File: config.mk
export PLATFORM = sky130hd
export DESIGN_NAME = alu_arbiter
export DESIGN_NICKNAME = d
export VERILOG_FILES = /design/src/rtl/alu_arbiter.sv
export SDC_FILE = /design/constraint.sdc
export NUM_CORES = 1
export LEC_CHECK = 0
export CORE_AREA = 2 2 111 113
export CTS_CLUSTER_SIZE = 14
export DETAILED_ROUTE_END_ITERATION = 8
export DIE_AREA = 0 0 113 115
export DONT_BUFFER_PORTS = 1
export MAX_ROUTING_LAYER = met4
export SLEW_MARGIN = 20
export SYNTH_ARGS = -nofsm -noshare
export SYNTH_HDL_FRONTEND = slang
export SYNTH_SLANG_ARGS = --single-unit
File: constraint.sdc
create_clock -name clk_i -period 1.9 [get_ports clk_i]
set_input_delay 0.285 -clock clk_i [delete_from_list [all_inputs] [get_ports clk_i]]
set_output_delay 0.285 -clock clk_i [all_outputs]
set_load 0.05 [all_outputs]
File: src/rtl/alu_arbiter.sv
// Two-requester front end for a shared combinational ALU: IDLE/EXEC/RESP, one op in flight.
// Define ALU_ARB_ROUND_ROBIN_EN for round-robin contention; default build is fixed port-0 priority.
module alu_arbiter #(
  parameter int WIDTH = 32
) (
  input  logic             clk_i,
  input  logic             reset_i,
  input  logic             req0_valid_i,
  input  logic             req1_valid_i,
  output logic             req0_ready_o,
  output logic             req1_ready_o,
  input  logic [WIDTH-1:0] req0_op0_i,
  input  logic [WIDTH-1:0] req0_op1_i,
  input  logic [WIDTH-1:0] req1_op0_i,
  input  logic [WIDTH-1:0] req1_op1_i,
  input  logic [3:0]       req0_control_i,
  input  logic [3:0]       req1_control_i,
  output logic [WIDTH-1:0] alu_operand0_o,
  output logic [WIDTH-1:0] alu_operand1_o,
  output logic [3:0]       alu_control_o,
  input  logic [WIDTH-1:0] alu_result_i,
  input  logic             alu_zero_i,
  input  logic             alu_overflow_i,
  output logic             rsp0_valid_o,
  output logic             rsp1_valid_o,
  input  logic             rsp0_ready_i,
  input  logic             rsp1_ready_i,
  output logic [WIDTH-1:0] rsp_result_o,
  output logic             rsp_zero_o,
  output logic             rsp_overflow_o,
  output logic             rsp_illegal_o
);

  // state | meaning
  // IDLE  | no op in flight; grant one requester
  // EXEC  | captured operands drive the ALU; result sampled at end of cycle
  // RESP  | response held for the owning port until it is consumed
  typedef enum logic [1:0] {IDLE, EXEC, RESP} state_t;

  state_t           state_q, state_d;
  logic [WIDTH-1:0] opa_q, opa_d, opb_q, opb_d;
  logic [3:0]       ctrl_q, ctrl_d;
  logic             port_q, port_d;
  logic [WIDTH-1:0] res_q, res_d;
  logic             zero_q, zero_d, ovf_q, ovf_d, ill_q, ill_d;
  logic             gnt1, hs, idle_ok, illegal_op;

`ifdef ALU_ARB_ROUND_ROBIN_EN
  logic prio_q, prio_d;

  assign gnt1   = req1_valid_i && (!req0_valid_i || prio_q);
  // After any accept the pointer favours the port that did not just win.
  assign prio_d = hs ? ~gnt1 : prio_q;

  always_ff @(posedge clk_i) begin
    if (reset_i) prio_q <= 1'b0;
    else         prio_q <= prio_d;
  end
`else
  assign gnt1 = req1_valid_i && !req0_valid_i;
`endif

  // Operand registers double as the ALU drive, so they hold outside EXEC.
  assign idle_ok        = (state_q == IDLE) && !reset_i;
  assign req0_ready_o   = idle_ok && req0_valid_i && !gnt1;
  assign req1_ready_o   = idle_ok && gnt1;
  assign hs             = req0_ready_o || req1_ready_o;
  assign illegal_op     = (ctrl_q[3:2] == 2'b11);

  assign alu_operand0_o = opa_q;
  assign alu_operand1_o = opb_q;
  assign alu_control_o  = ctrl_q;
  assign rsp0_valid_o   = (state_q == RESP) && !port_q;
  assign rsp1_valid_o   = (state_q == RESP) && port_q;
  assign rsp_result_o   = res_q;
  assign rsp_zero_o     = zero_q;
  assign rsp_overflow_o = ovf_q;
  assign rsp_illegal_o  = ill_q;

  always_comb begin
    state_d = state_q;
    opa_d   = opa_q;
    opb_d   = opb_q;
    ctrl_d  = ctrl_q;
    port_d  = port_q;
    res_d   = res_q;
    zero_d  = zero_q;
    ovf_d   = ovf_q;
    ill_d   = ill_q;
    case (state_q)
      IDLE: begin
        if (hs) begin
          opa_d   = gnt1 ? req1_op0_i     : req0_op0_i;
          opb_d   = gnt1 ? req1_op1_i     : req0_op1_i;
          ctrl_d  = gnt1 ? req1_control_i : req0_control_i;
          port_d  = gnt1;
          state_d = EXEC;
        end
      end
      EXEC: begin
        res_d   = illegal_op ? '0 : alu_result_i;
        zero_d  = illegal_op || alu_zero_i;
        ovf_d   = !illegal_op && alu_overflow_i;
        ill_d   = illegal_op;
        state_d = RESP;
      end
      RESP: begin
        if (port_q ? rsp1_ready_i : rsp0_ready_i) state_d = IDLE;
      end
      default: state_d = IDLE;
    endcase
  end

  always_ff @(posedge clk_i) begin
    if (reset_i) begin
      state_q <= IDLE;
      opa_q   <= '0;
      opb_q   <= '0;
      ctrl_q  <= '0;
      port_q  <= 1'b0;
      res_q   <= '0;
      zero_q  <= 1'b0;
      ovf_q   <= 1'b0;
      ill_q   <= 1'b0;
    end else begin
      state_q <= state_d;
      opa_q   <= opa_d;
      opb_q   <= opb_d;
      ctrl_q  <= ctrl_d;
      port_q  <= port_d;
      res_q   <= res_d;
      zero_q  <= zero_d;
      ovf_q   <= ovf_d;
      ill_q   <= ill_d;
    end
  end

endmodule

Yosys cells after proc, flatten, opt, wreduce, memory -nomap -nowiden
Cells that the tools add are included.
{"block": "op_classes", "eq_ne": 5, "mux": 8, "reduce_logical": 18}
{"op": "$mux W32", "count": 3}
{"op": "$logic_and A1 B1 Y1", "count": 8}
{"op": "$pmux W2 S3", "count": 1}
{"op": "$logic_not A1 Y1", "count": 5}
{"op": "$eq A2 B2 Y1 const B", "count": 2}
{"op": "$mux W2", "count": 2}
{"op": "$mux W4", "count": 1}
{"op": "$reduce_and A2 Y1", "count": 2}
{"op": "$eq A2 B1 Y1 const B", "count": 1}
{"op": "$logic_not A2 Y1", "count": 1}
{"op": "$logic_or A1 B1 Y1", "count": 2}
{"op": "$ne A2 B1 Y1 const B", "count": 1}
{"op": "$ne A2 B2 Y1 const B", "count": 1}
{"op": "$mux W1", "count": 1}
{"block": "totals", "reg_bits": 106, "output_inout_bits": 107, "elab_cells": 40}

Depth between registers and ports, before layout
{"block": "logic_depth", "depth_word": 7, "depth_mapped": 7}

Least setup slack after synthesis
OpenSTA, ideal clock, no wires.
{"block": "synth_path", "path_kind": "input port to output port", "start": "input port req0_valid_i", "end": "output port req1_ready_o", "arrival_ps": 2322, "setup_slack_ps": -707, "stages": 5, "n_path_buf": 3, "cell_sequence": "nand2b_1 buf_2 buf_6 buf_4 nor4_1"}
{"block": "synth_between", "elab_chain_len": 3}
{"item": "from (decl)", "line_no": "8", "source": "input logic req0_valid_i,"}
{"item": "$logic_not A1 Y1", "line_no": "60", "source": "assign gnt1 = req1_valid_i && !req0_valid_i;"}
{"item": "$logic_and A1 B1 Y1", "line_no": "60"}
{"item": "$logic_and A1 B1 Y1", "line_no": "66", "source": "assign req1_ready_o = idle_ok && gnt1;"}
{"item": "to (decl)", "line_no": "11", "source": "output logic req1_ready_o,"}
Every way passes these cells.

Final worst setup path
{"block": "layout_path", "start": "register state_q[1]", "end": "output port req0_ready_o"}
{"block": "layout_between", "elab_chain_len": 4}
{"item": "from (decl)", "line_no": "40", "source": "state_t state_q, state_d;"}
{"item": "from (signal assigned)", "line_no": "126", "source": "state_q <= state_d;"}
{"item": "$logic_not A2 Y1", "line_no": "64", "source": "assign idle_ok = (state_q == IDLE) && !reset_i;"}
{"item": "$logic_and A1 B1 Y1", "line_no": "64"}
{"item": "$logic_and A1 B1 Y1 (2 in a row)", "line_no": "65", "source": "assign req0_ready_o = idle_ok && req0_valid_i && !gnt1;"}
{"item": "to (decl)", "line_no": "10", "source": "output logic req0_ready_o,"}
Every way passes these cells.

==> impl_metrics.csv <==
group,metric,value,unit
run_status,status,"finished, violations left",
run_status,violations,"DRC",
worst_setup_path,critical_path_arrival,1.48,ns
run,cap_violations,0,
synth,ys_ff_latch,106,
clock_network,clock-sinks,106,
timing,whs,0.0233,ns
power_and_ir_drop,power,5.83,mW
detailed_routing,first_pass_iters,9,
global_routing,antenna_found_initial,0,
synth,postSynthAreaPerCell,9.41,µm²
layout,design_area,5080,µm²
timing,tightest_slew,0.567,ns
global_routing,grt_pass1_wl,18000,µm
clock_network,cts_resized,0,
layout,layout_commonest_cell,"dfxtp_1",
synth,synth_compound_area_frac,0.240,
timing,slew_violations,0,
timing,tns,0,ns
global_routing,overflow,0,
layout,fill_cells,1149,
die,die_y,115,µm
detailed_routing,vias_per_cell,5.89,
synth,synth_ff_type,"dfxtp_1",
clock_network,htree_levels,3,
hold_path,hold_class,"primary input to flip-flop",
timing,period_needed,1.76,ns
power_and_ir_drop,ir_drop,0.416,mV
detailed_routing,routed_wl,12500,µm
layout,drive_gt1_frac,0.106,
worst_setup_path,cp_max_fo,8,
synth,ys_types,23,
clock_network,numCtsBuffers,9,
layout,finalNonFillerCells,619,
clock_network,worstSkewPairLatency,0.34,ns
synth,synthSimpleGateAreaFrac,0.0848,
worst_setup_path,end_kind,"primary output",
detailed_routing,wire_per_inst,20.1,µm
place,gp_congestion,0.755,
global_routing,grt_pass1_vias,3379,
worst_setup_path,cp-start-kind,"flip-flop",
place,dp_hpwl,8490,µm
timing,fmax,0.567,GHz
layout,fin_util,0.430,
detailed_routing,ant_nets,0,
clock_network,cts_tree,"built",
detailed_routing,drt_iter0_drc,216,
synth,yosysWarnings,0,
timing,finalSetupViolCount,0,
layout,fin_nets,643,
detailed_routing,via_count,3648,
global_routing,grt_use_total,0.181,
synth,syn_area,4570,µm²
clock_network,cts_root_buffer,"clkbuf_16",
layout,syn_to_final_growth,11.0,%
timing,fin_skew,0.00684,ns
layout,layout_common_cells,"106 x dfxtp_1, 103 x a21oi_1, 69 x mux2i_1, 60 x a211oi_1, 34 x nand2_1",
place,pre_cts_slack,0.314,ns
synth,synth_top_family_by_area,"compound AO/OA/AOI/OAI gates",
synth,yosysSeqAreaShare,0.464,
worst_setup_path,crit_required,1.62,ns
timing,final.setup.worst_slack,0.138,ns
synth,synth-edff-count,0,
synth,muxShareOfSynthArea,0.151,
die,die_w,113,µm
global_routing,grt_max_degree,92,
die,dieArea,13000,µm²
clock_network,cts_buffer_depth,2,
clock_network,path_clk_slew,0.07,ns
synth,yosys.area_share.xor_xnor,0,
layout,n_antenna_cell,0,
synth,synth_cells,486,
timing,fin_crit_sh,0.928,
place,port_buffers,0,
timing,hold_viol,0,
timing,rsz0062_at_grt,"no",
die,num_rows,40,
die,io_pins,283,
power_and_ir_drop,power.density,1150,nW/µm²
synth,ys_async_sr_fraction,0,
synth,syn_nets,662,
timing,slew_headroom,0.621,
place,place_area,4700,µm²
worst_setup_path,path_class,"flip-flop to primary output",
die,start_util,0.387,
detailed_routing,drc_errors,18,
die,core_area,11800,µm²
place,dp_cells,595,
synth,synth-adder-area-share,0,
power_and_ir_drop,p_leak,2.02,nW
area by class of cell:
| class | instances | area, µm² | area share |
|---|---|---|---|
| clock buffers | 9 | 225 | 0.0444 |
| multi-input cells | 324 | 2210 | 0.435 |
| well taps | 147 | 184 | 0.0362 |
| clock inverters | 7 | 73.8 | 0.0145 |
| repair buffers | 25 | 258 | 0.0508 |
| inverters | 1 | 3.75 | 0.000739 |
| flip-flops and latches | 106 | 2120 | 0.418 |
power by group:
part	switching (mW)	total [mW]	internal, mW
clock network	0.834	1.87	1.03
registers	0.799	3.22	2.42
logic	0.431	0.742	0.310
flip-flops by register name (all words and copies together) (netlist names), 2 cells and up:
| signal | cells |
|---|---|
| alu_operand0_o | 32 |
| state_q | 2 |
| alu_control_o | 4 |
| rsp_result_o | 32 |
| alu_operand1_o | 32 |
cell usage after synthesis (2+ instances only):
cell type / instances / area share
a211oi_2: 10 / 0.027
buf_4: 3 / 0.0049
buf_2: 18 / 0.020
and2_1: 2 / 0.0027
nand2_1: 34 / 0.028
nand2b_1: 2 / 0.0027
dfxtp_1: 106 / 0.46
a211oi_1: 60 / 0.098
clkbuf_1: 30 / 0.025
buf_6: 4 / 0.0098
mux2i_1: 69 / 0.15
nand3_1: 33 / 0.036
a21oi_1: 103 / 0.11
nor2_1: 3 / 0.0025
worst paths after layout:
kind | startpoint | end | slack, ns | cells past startpoint
setup reg to reg | state_q[1] | alu_operand1_o[27] | 0.31 | 4
hold reg to reg | alu_operand0_o[1] | alu_operand0_o[1] | 0.54 | 2
hold / removal | reset_i | alu_operand0_o[9] | 0.02 | 1
setup / recovery | state_q[1] | req0_ready_o | 0.14 | 3
metal layers:
layer,track usage,vias up,wire length [µm],part of all wire
met1,0.197,1720,4760,0.38
met5,-,-,0,0
li1,-,1744,-,-
met3,0.0596,8,1070,0.086
met2,0.311,176,6480,0.52
met4,0.0626,0,144,0.012
repair_timing:
action                     in CTS  in global routing
hold endpoints to repair       10                  1
hold buffers                    6                  2
buffers inserted                0                  0
setup endpoints to repair       0                  0
kinds of logic (layout without fill, tap and decap cells):
kind of cell / after synthesis / in the layout
AOI/OAI and AO/OA: 174 / 174
buffers and inverters: 56 / 42
DFF: 106 / 106
muxes: 69 / 69
and+or+nand+nor: 81 / 81
critical path, cell delays in order (launching register included):
cell and delay, ns:
dfxtp_1 0.41, nor3_4 0.35, and2_1 0.23, buf_12 0.15
Power figures use the tool's default switching activity.
